--- config.mk ---
export PLATFORM = sky130hd
export DESIGN_NAME = seq_hit_window
export DESIGN_NICKNAME = d
export VERILOG_FILES = /design/src/rtl/seq_hit_window_pkg.sv /design/src/rtl/seq_hit_window_sat_cnt.sv /design/src/rtl/seq_hit_window.sv
export SDC_FILE = /design/constraint.sdc
export NUM_CORES = 1
export LEC_CHECK = 0
export ABC_AREA = 1
export CORE_MARGIN = 2
export CORE_UTILIZATION = 25
export CTS_BUF_LIST = sky130_fd_sc_hd__clkbuf_16
export CTS_CLUSTER_DIAMETER = 30
export DETAILED_ROUTE_END_ITERATION = 6
export PLACE_DENSITY = 0.55
export REMOVE_ABC_BUFFERS = 1
export SLEW_MARGIN = 20
export SYNTH_ARGS = -nofsm -noshare
export SYNTH_HDL_FRONTEND = slang
export SYNTH_HIERARCHICAL = 1
export SYNTH_SLANG_ARGS = --single-unit
--- constraint.sdc ---
create_clock -name i_clk -period 3.8 [get_ports i_clk]
set_clock_uncertainty 0.05 [all_clocks]
set_input_delay 0.38 -clock i_clk [delete_from_list [all_inputs] [get_ports i_clk]]
set_output_delay 0.38 -clock i_clk [all_outputs]
set_load 0.02 [all_outputs]
--- src/rtl/seq_hit_window_pkg.sv ---
// Shared definitions for the seq_1 pattern-detector family.
// Latency: n/a (types and constants only).
// Backpressure: n/a.
package seq_hit_window_pkg;

    // Window FSM state codes, 1-bit encoding.
    typedef enum logic {
        ST_IDLE  = 1'b0,
        ST_COUNT = 1'b1
    } state_t;

    // Default window geometry used by the detector family.
    localparam int DEF_WIN_LEN = 16;
    localparam int DEF_CNT_W   = 5;
    localparam int DEF_THRESH  = 3;

endpackage

--- src/rtl/seq_hit_window_sat_cnt.sv ---
// Saturating up-counter with synchronous clear and a sticky saturation flag.
// Latency: count registers 1 clk after i_inc; o_cnt_next/o_sat_next are same-cycle lookahead.
// Backpressure: none; i_inc is sampled every clock.
//
// Ports:
//   i_clk, i_rst   clock, synchronous active-high reset
//   i_clr          clear count and sat on the next edge (wins over i_inc)
//   i_inc          increment request for this cycle
//   o_cnt, o_sat   registered count and sticky saturation flag
//   o_cnt_next     value the count would take this cycle if not cleared
//   o_sat_next     value sat would take this cycle if not cleared
module seq_sat_cnt
    import seq_hit_window_pkg::*;
#(
    parameter int W = DEF_CNT_W
) (
    input  logic         i_clk,
    input  logic         i_rst,
    input  logic         i_clr,
    input  logic         i_inc,
    output logic [W-1:0] o_cnt,
    output logic         o_sat,
    output logic [W-1:0] o_cnt_next,
    output logic         o_sat_next
);

    logic [W-1:0] r_cnt;
    logic         r_sat;
    logic         w_at_max;

    assign w_at_max = &r_cnt;

    // The count holds at all-ones; only an increment attempted while already
    // there marks the sat flag, so reaching the maximum exactly is not overflow.
    assign o_cnt_next = (i_inc && !w_at_max) ? r_cnt + 1'b1 : r_cnt;
    assign o_sat_next = r_sat | (i_inc & w_at_max);

    always_ff @(posedge i_clk) begin
        if (i_rst || i_clr) begin
            r_cnt <= '0;
            r_sat <= 1'b0;
        end else begin
            r_cnt <= o_cnt_next;
            r_sat <= o_sat_next;
        end
    end

    assign o_cnt = r_cnt;
    assign o_sat = r_sat;

endmodule

--- src/rtl/seq_hit_window.sv ---
// Counts detector hits over a WIN_LEN-clock window; reports count, alarm and overflow per window.
// Latency: report (o_cnt_valid) 1 clk after the window's last sampled cycle.
// Backpressure: none; o_cnt_valid is a one-cycle pulse, report outputs hold until the next one.
//
// Ports:
//   i_clk, i_rst   clock, synchronous active-high reset
//   i_hit          one-cycle match pulse from the pattern detector
//   i_start        begin a window (honoured only in IDLE)
//   i_stop         abort the current window, wins over i_start
//   i_cont         sampled at window end: 1 = start next window immediately
//   o_busy         high while counting
//   o_cnt_out      hit count of the last completed window (held)
//   o_cnt_valid    one-cycle pulse when o_cnt_out/o_alarm/o_ovf update
//   o_alarm        last completed count >= THRESH (held)
//   o_ovf          accumulator saturated during last completed window (held)
module seq_hit_window
    import seq_hit_window_pkg::*;
#(
    parameter int WIN_LEN = DEF_WIN_LEN,
    parameter int CNT_W   = DEF_CNT_W,
    parameter int THRESH  = DEF_THRESH
) (
    input  logic             i_clk,
    input  logic             i_rst,
    input  logic             i_hit,
    input  logic             i_start,
    input  logic             i_stop,
    input  logic             i_cont,
    output logic             o_busy,
    output logic [CNT_W-1:0] o_cnt_out,
    output logic             o_cnt_valid,
    output logic             o_alarm,
    output logic             o_ovf
);

    localparam int WC_W = $clog2(WIN_LEN);

    state_t             r_state;
    state_t             w_state_next;
    logic [WC_W-1:0]    r_win_cnt;
    logic [WC_W-1:0]    w_win_cnt_next;
    logic               w_win_last;
    logic               w_clr;
    logic               w_inc;
    logic               w_report;

    logic [CNT_W-1:0]   w_acc;
    logic               w_sat;
    logic [CNT_W-1:0]   w_acc_next;
    logic               w_sat_next;

    logic [CNT_W-1:0]   r_cnt_out;
    logic               r_cnt_valid;
    logic               r_alarm;
    logic               r_ovf;

    // Hits are only accumulated while counting; the start cycle is in IDLE,
    // so its hit never reaches the accumulator.
    assign w_inc      = (r_state == ST_COUNT) && i_hit;
    assign w_win_last = (r_win_cnt == WC_W'(WIN_LEN - 1));

    seq_sat_cnt #(
        .W (CNT_W)
    ) u_acc (
        .i_clk      (i_clk),
        .i_rst      (i_rst),
        .i_clr      (w_clr),
        .i_inc      (w_inc),
        .o_cnt      (w_acc),
        .o_sat      (w_sat),
        .o_cnt_next (w_acc_next),
        .o_sat_next (w_sat_next)
    );

    always_ff @(posedge i_clk) begin
        if (i_rst) begin
            r_state   <= ST_IDLE;
            r_win_cnt <= '0;
        end else begin
            r_state   <= w_state_next;
            r_win_cnt <= w_win_cnt_next;
        end
    end

    always_comb begin
        w_state_next   = r_state;
        w_win_cnt_next = r_win_cnt;
        w_clr          = 1'b0;
        w_report       = 1'b0;
        case (r_state)
            ST_IDLE: begin
                if (i_start && !i_stop) begin
                    w_state_next   = ST_COUNT;
                    w_win_cnt_next = '0;
                    w_clr          = 1'b1;
                end
            end
            ST_COUNT: begin
                // Abort is checked ahead of end-of-window so a stop on the
                // last cycle suppresses the report.
                if (i_stop) begin
                    w_state_next   = ST_IDLE;
                    w_win_cnt_next = '0;
                    w_clr          = 1'b1;
                end else if (w_win_last) begin
                    // Report uses the lookahead values, so this cycle's hit
                    // is included while the accumulator clears for the next
                    // window with no lost clock.
                    w_report       = 1'b1;
                    w_clr          = 1'b1;
                    w_win_cnt_next = '0;
                    w_state_next   = i_cont ? ST_COUNT : ST_IDLE;
                end else begin
                    w_win_cnt_next = r_win_cnt + 1'b1;
                end
            end
            default: begin
                w_state_next   = ST_IDLE;
                w_win_cnt_next = '0;
                w_clr          = 1'b1;
            end
        endcase
    end

    always_ff @(posedge i_clk) begin
        if (i_rst) begin
            r_cnt_out   <= '0;
            r_cnt_valid <= 1'b0;
            r_alarm     <= 1'b0;
            r_ovf       <= 1'b0;
        end else begin
            r_cnt_valid <= w_report;
            if (w_report) begin
                r_cnt_out <= w_acc_next;
                r_alarm   <= (w_acc_next >= CNT_W'(THRESH));
                r_ovf     <= w_sat_next;
            end
        end
    end

    assign o_busy      = (r_state == ST_COUNT);
    assign o_cnt_out   = r_cnt_out;
    assign o_cnt_valid = r_cnt_valid;
    assign o_alarm     = r_alarm;
    assign o_ovf       = r_ovf;

endmodule

==> metrics.md <==
| Metric | Value |
|---|---|
| Outcome | finished, final reports clean |
| Hold Crit Class | register to register |
| # setup viols final | 0 |
| Final core utilization | 34.6% |
| DRC | 0 |
| Setup TNS | 0 ps |
| Static leakage | 0.526 nW |
| DRT iter0 DRCs | 4 |
| VDD IR max | 0.130 mV |
| Max Slew Vio Count | 0 |
| Total number of vias | 769 |
| CP Class | register to register |
| GRT Util Overall | 9.83% |
| Slowest cell on the critical path | dfxtp_1 |
| Setup repair bufs after CTS | 0 |
| Post-CTS Resized | 0 |
| Routability cong. | 0.798 |
| Net Switching | 0.0906 mW |
| Synth cell types | 22 |
| Crit end category | register |
| Total power | 0.445 mW |
| Number of max-cap violations | 0 |
| Post-DP Area | 0.00109 sq mm |
| Most frequent CP cell | nand2_1 |
| Initial antenna violation count | 0 |
| Clock share of power | 47.5% |
| Global-route wire length before repair | 3.02 mm |
| Synth Register Bits | 19 |
| Pwr Density | 380 mW/mm^2 |
| Core Region | 0.00339 sq mm |
| Relative slew slack | 73.9% |
| Worst r2r src | u_acc/o_cnt[1] |
| Wire length after detailed routing | 1.74 mm |
| TritonCTS Sinks | 19 |
| Detailed Routing Iterations Pass 1 | 2 |
| Reg power frac | 45.8% |
| CTS tree | done |
| Clk pin slew, worst setup/hold paths | 50 ps |
| Final period utilization | 48.9% |
| Footprint of the multi-input gates | 435 sq um |
| Number of I/O pins | 15 |
| Sequential cell area | 380 sq um |
| Final hold vios | 0 |
| Initial Util | 26.4% |
| CTS buffer count | 3 |
| H-tree levels | 1 |
| ANT nets after route | 0 |
| Mapped Cells | 123 |
| Synthesis Warnings | 6 |
| Hold Startpoint | o_cnt_out[4] |
| Total grt overflow | 0 |
| Combinational Power Share | 6.6% |
| R2r setup slk | 1940 ps |
| Routed len/inst | 9.30 um |
| Port bufs | 14 |
| Layout area overhead | 30.9% |
| # rows | 21 |
| Slew @ Worst Pin | 392 ps |
| Fin nets | 151 |
| Fin area | 0.00117 sq mm |
| Required time worst endpoint | 3890 ps |
| Share of layout cells above drive strength 1 | 11.3% |
| Hold Path End | o_cnt_out[4] |
| Hold-fix buffers, CTS | 0 |
| Seq/Total Area, Yosys | 42.5% |
| Synthesized area | 895 sq um |
| Antenna cells | 0 |
| Die Ht | 63.8 um |
| Cell breakdown of the critical path | ha_1, nand2_1, nor2_1, ha_1, inv_2, nand2_4, o21bai_1, nand2_1, inv_1, nor3_1, nand2_1, nor2_2, nor2_1 |
| Die area | 0.00407 sq mm |
| Hold slack final | 412 ps |
| Worst reg2reg endpoint | o_alarm |
| DP HPWL | 1.35 mm |
| RSZ-0062 raised after global routing | false |
| Switching part of the total power | 20.4% |
| Hold depth | 2 |
| Root Driver | clkbuf_16 |
| Latest clock arrival within the worst-skew pair | 250 ps |
| Via density | 4.11 |
| Largest net degree at the start of global routing | 11 |
| Reg2reg path depth | 13 |
| Number of global-route vias before repair | 711 |
| Slowest stage delay, CP | 360 ps |
| Die width | 63.8 um |
| Mean post-synth cell area | 7.27 sq um |
| CP Max Fanout | 6 |
| Internal power | 0.354 mW |
| Fillers | 362 |
| Arr. time, crit path | 1950 ps |
| Fin crit period | 1860 ps |
| CP startpoint kind | register |
| Max clock buf depth | 2 |
| F_max | 538 MHz |
[metrics by stage]
stage                     setup slack [ps]  cells
after global placement                1800    183
after global routing                  1750    187
final                                 1940    187
after floorplan                       2080    123
after detailed placement              1790    183
after CTS                             1910    187
[worst max-delay path: cells and delay by family (launching register included)]
| family | cells | cell delay [ps] |
|---|---|---|
| flip-flops | 1 | 360 |
| AO/OA/AOI/OAI | 1 | 80 |
| adder cells (fa/ha/maj) | 2 | 420 |
| AND/OR/NAND/NOR | 8 | 720 |
| buffers and inverters | 2 | 120 |
[synthesized netlist by cell type]
cell type / number / area (sq um)
dfxtp_1: 19 / 380
nand3b_1: 1 / 7.51
inv_2: 4 / 15.0
ha_1: 3 / 37.5
nand3_1: 4 / 20.0
a21oi_2: 1 / 8.76
nand4_1: 1 / 6.26
o21ai_0: 10 / 50.1
xor2_2: 1 / 16.3
nor2_2: 2 / 12.5
or2_1: 1 / 6.26
o21bai_1: 2 / 15.0
and2_1: 1 / 6.26
nand2_1: 26 / 97.6
a21oi_1: 6 / 30.0
nor2_1: 18 / 67.6
nor3_1: 1 / 5.00
nand2_2: 1 / 6.26
nand3_2: 2 / 20.0
nor2_4: 1 / 11.3
nand2_4: 1 / 11.3
inv_1: 17 / 63.8
[cell usage in the layout, fill, tap and decap left out]
cell type,instances
nand3_1,4
a21oi_1,6
inv_2,4
clkbuf_16,3
clkdlybuf4s50_1,14
and2_1,1
nor3_1,1
ha_1,3
nor2_2,2
dfxtp_1,19
nand2_2,1
nor2_4,1
nor2_1,18
o21bai_1,2
a21oi_2,1
nand4_1,1
or2_1,1
nand2_4,1
nand3b_1,1
inv_1,18
xor2_2,1
nand3_2,2
o21ai_0,10
nand2_1,26
[worst max-delay path by stage]
stage	startpoint	to	slack, ps	depth (start not counted)
after floorplan	u_acc/o_cnt[0]	o_alarm	2080	12
after global placement	i_hit	o_alarm	1800	12
final	u_acc/o_cnt[1]	o_alarm	1940	13
after detailed placement	i_hit	o_alarm	1790	12
after global routing	u_acc/o_cnt[1]	o_alarm	1750	13
after CTS	u_acc/o_cnt[1]	o_alarm	1910	13
[cell type report]
class	instances	share of cell area, %
multi-input cells	83	37.2
flip-flops and latches	19	32.5
repair buffers	14	12.0
inverters	21	6.73
clock buffers	3	6.41
well taps	46	4.91
clock inverters	1	0.321
[cell families after synthesis]
| logic type | after synthesis | synth area share [%] |
|---|---|---|
| flip-flops | 19 | 42.5 |
| XOR/XNOR | 1 | 1.82 |
| AND/OR/NAND/NOR | 60 | 31.0 |
| adder cells (fa/ha/maj) | 3 | 4.20 |
| buffers and inverters | 21 | 8.81 |
| AO/OA/AOI/OAI | 19 | 11.6 |
[flip-flops by register name (all words and copies together), names as in the netlist]
signal       flops
o_busy           1
r_win_cnt        4
u_acc/o_cnt      5
o_alarm          1
o_ovf            1
o_cnt_valid      1
o_cnt_out        5
u_acc/o_sat      1
[power by group through the flow]
stage / clock network, mW / logic [mW] / registers [mW]
final: 0.211 / 0.0294 / 0.204
after global routing: 0.228 / 0.0332 / 0.204
after CTS: 0.218 / 0.0296 / 0.204
after detailed placement: 0 / 0.0293 / 0.208
after floorplan: 0 / 0.0173 / 0.209
after global placement: 0 / 0.0292 / 0.208
[per-layer routing]
metal	vias to the layer above	track usage (%)	part of all wire (%)
li1	422	-	-
met1	330	11.2	51
met2	13	15.2	42
met3	4	3.17	4.5
met4	0	7.34	3.2
met5	-	0	0
No activity file was read; power rests on OpenSTA's default activity.
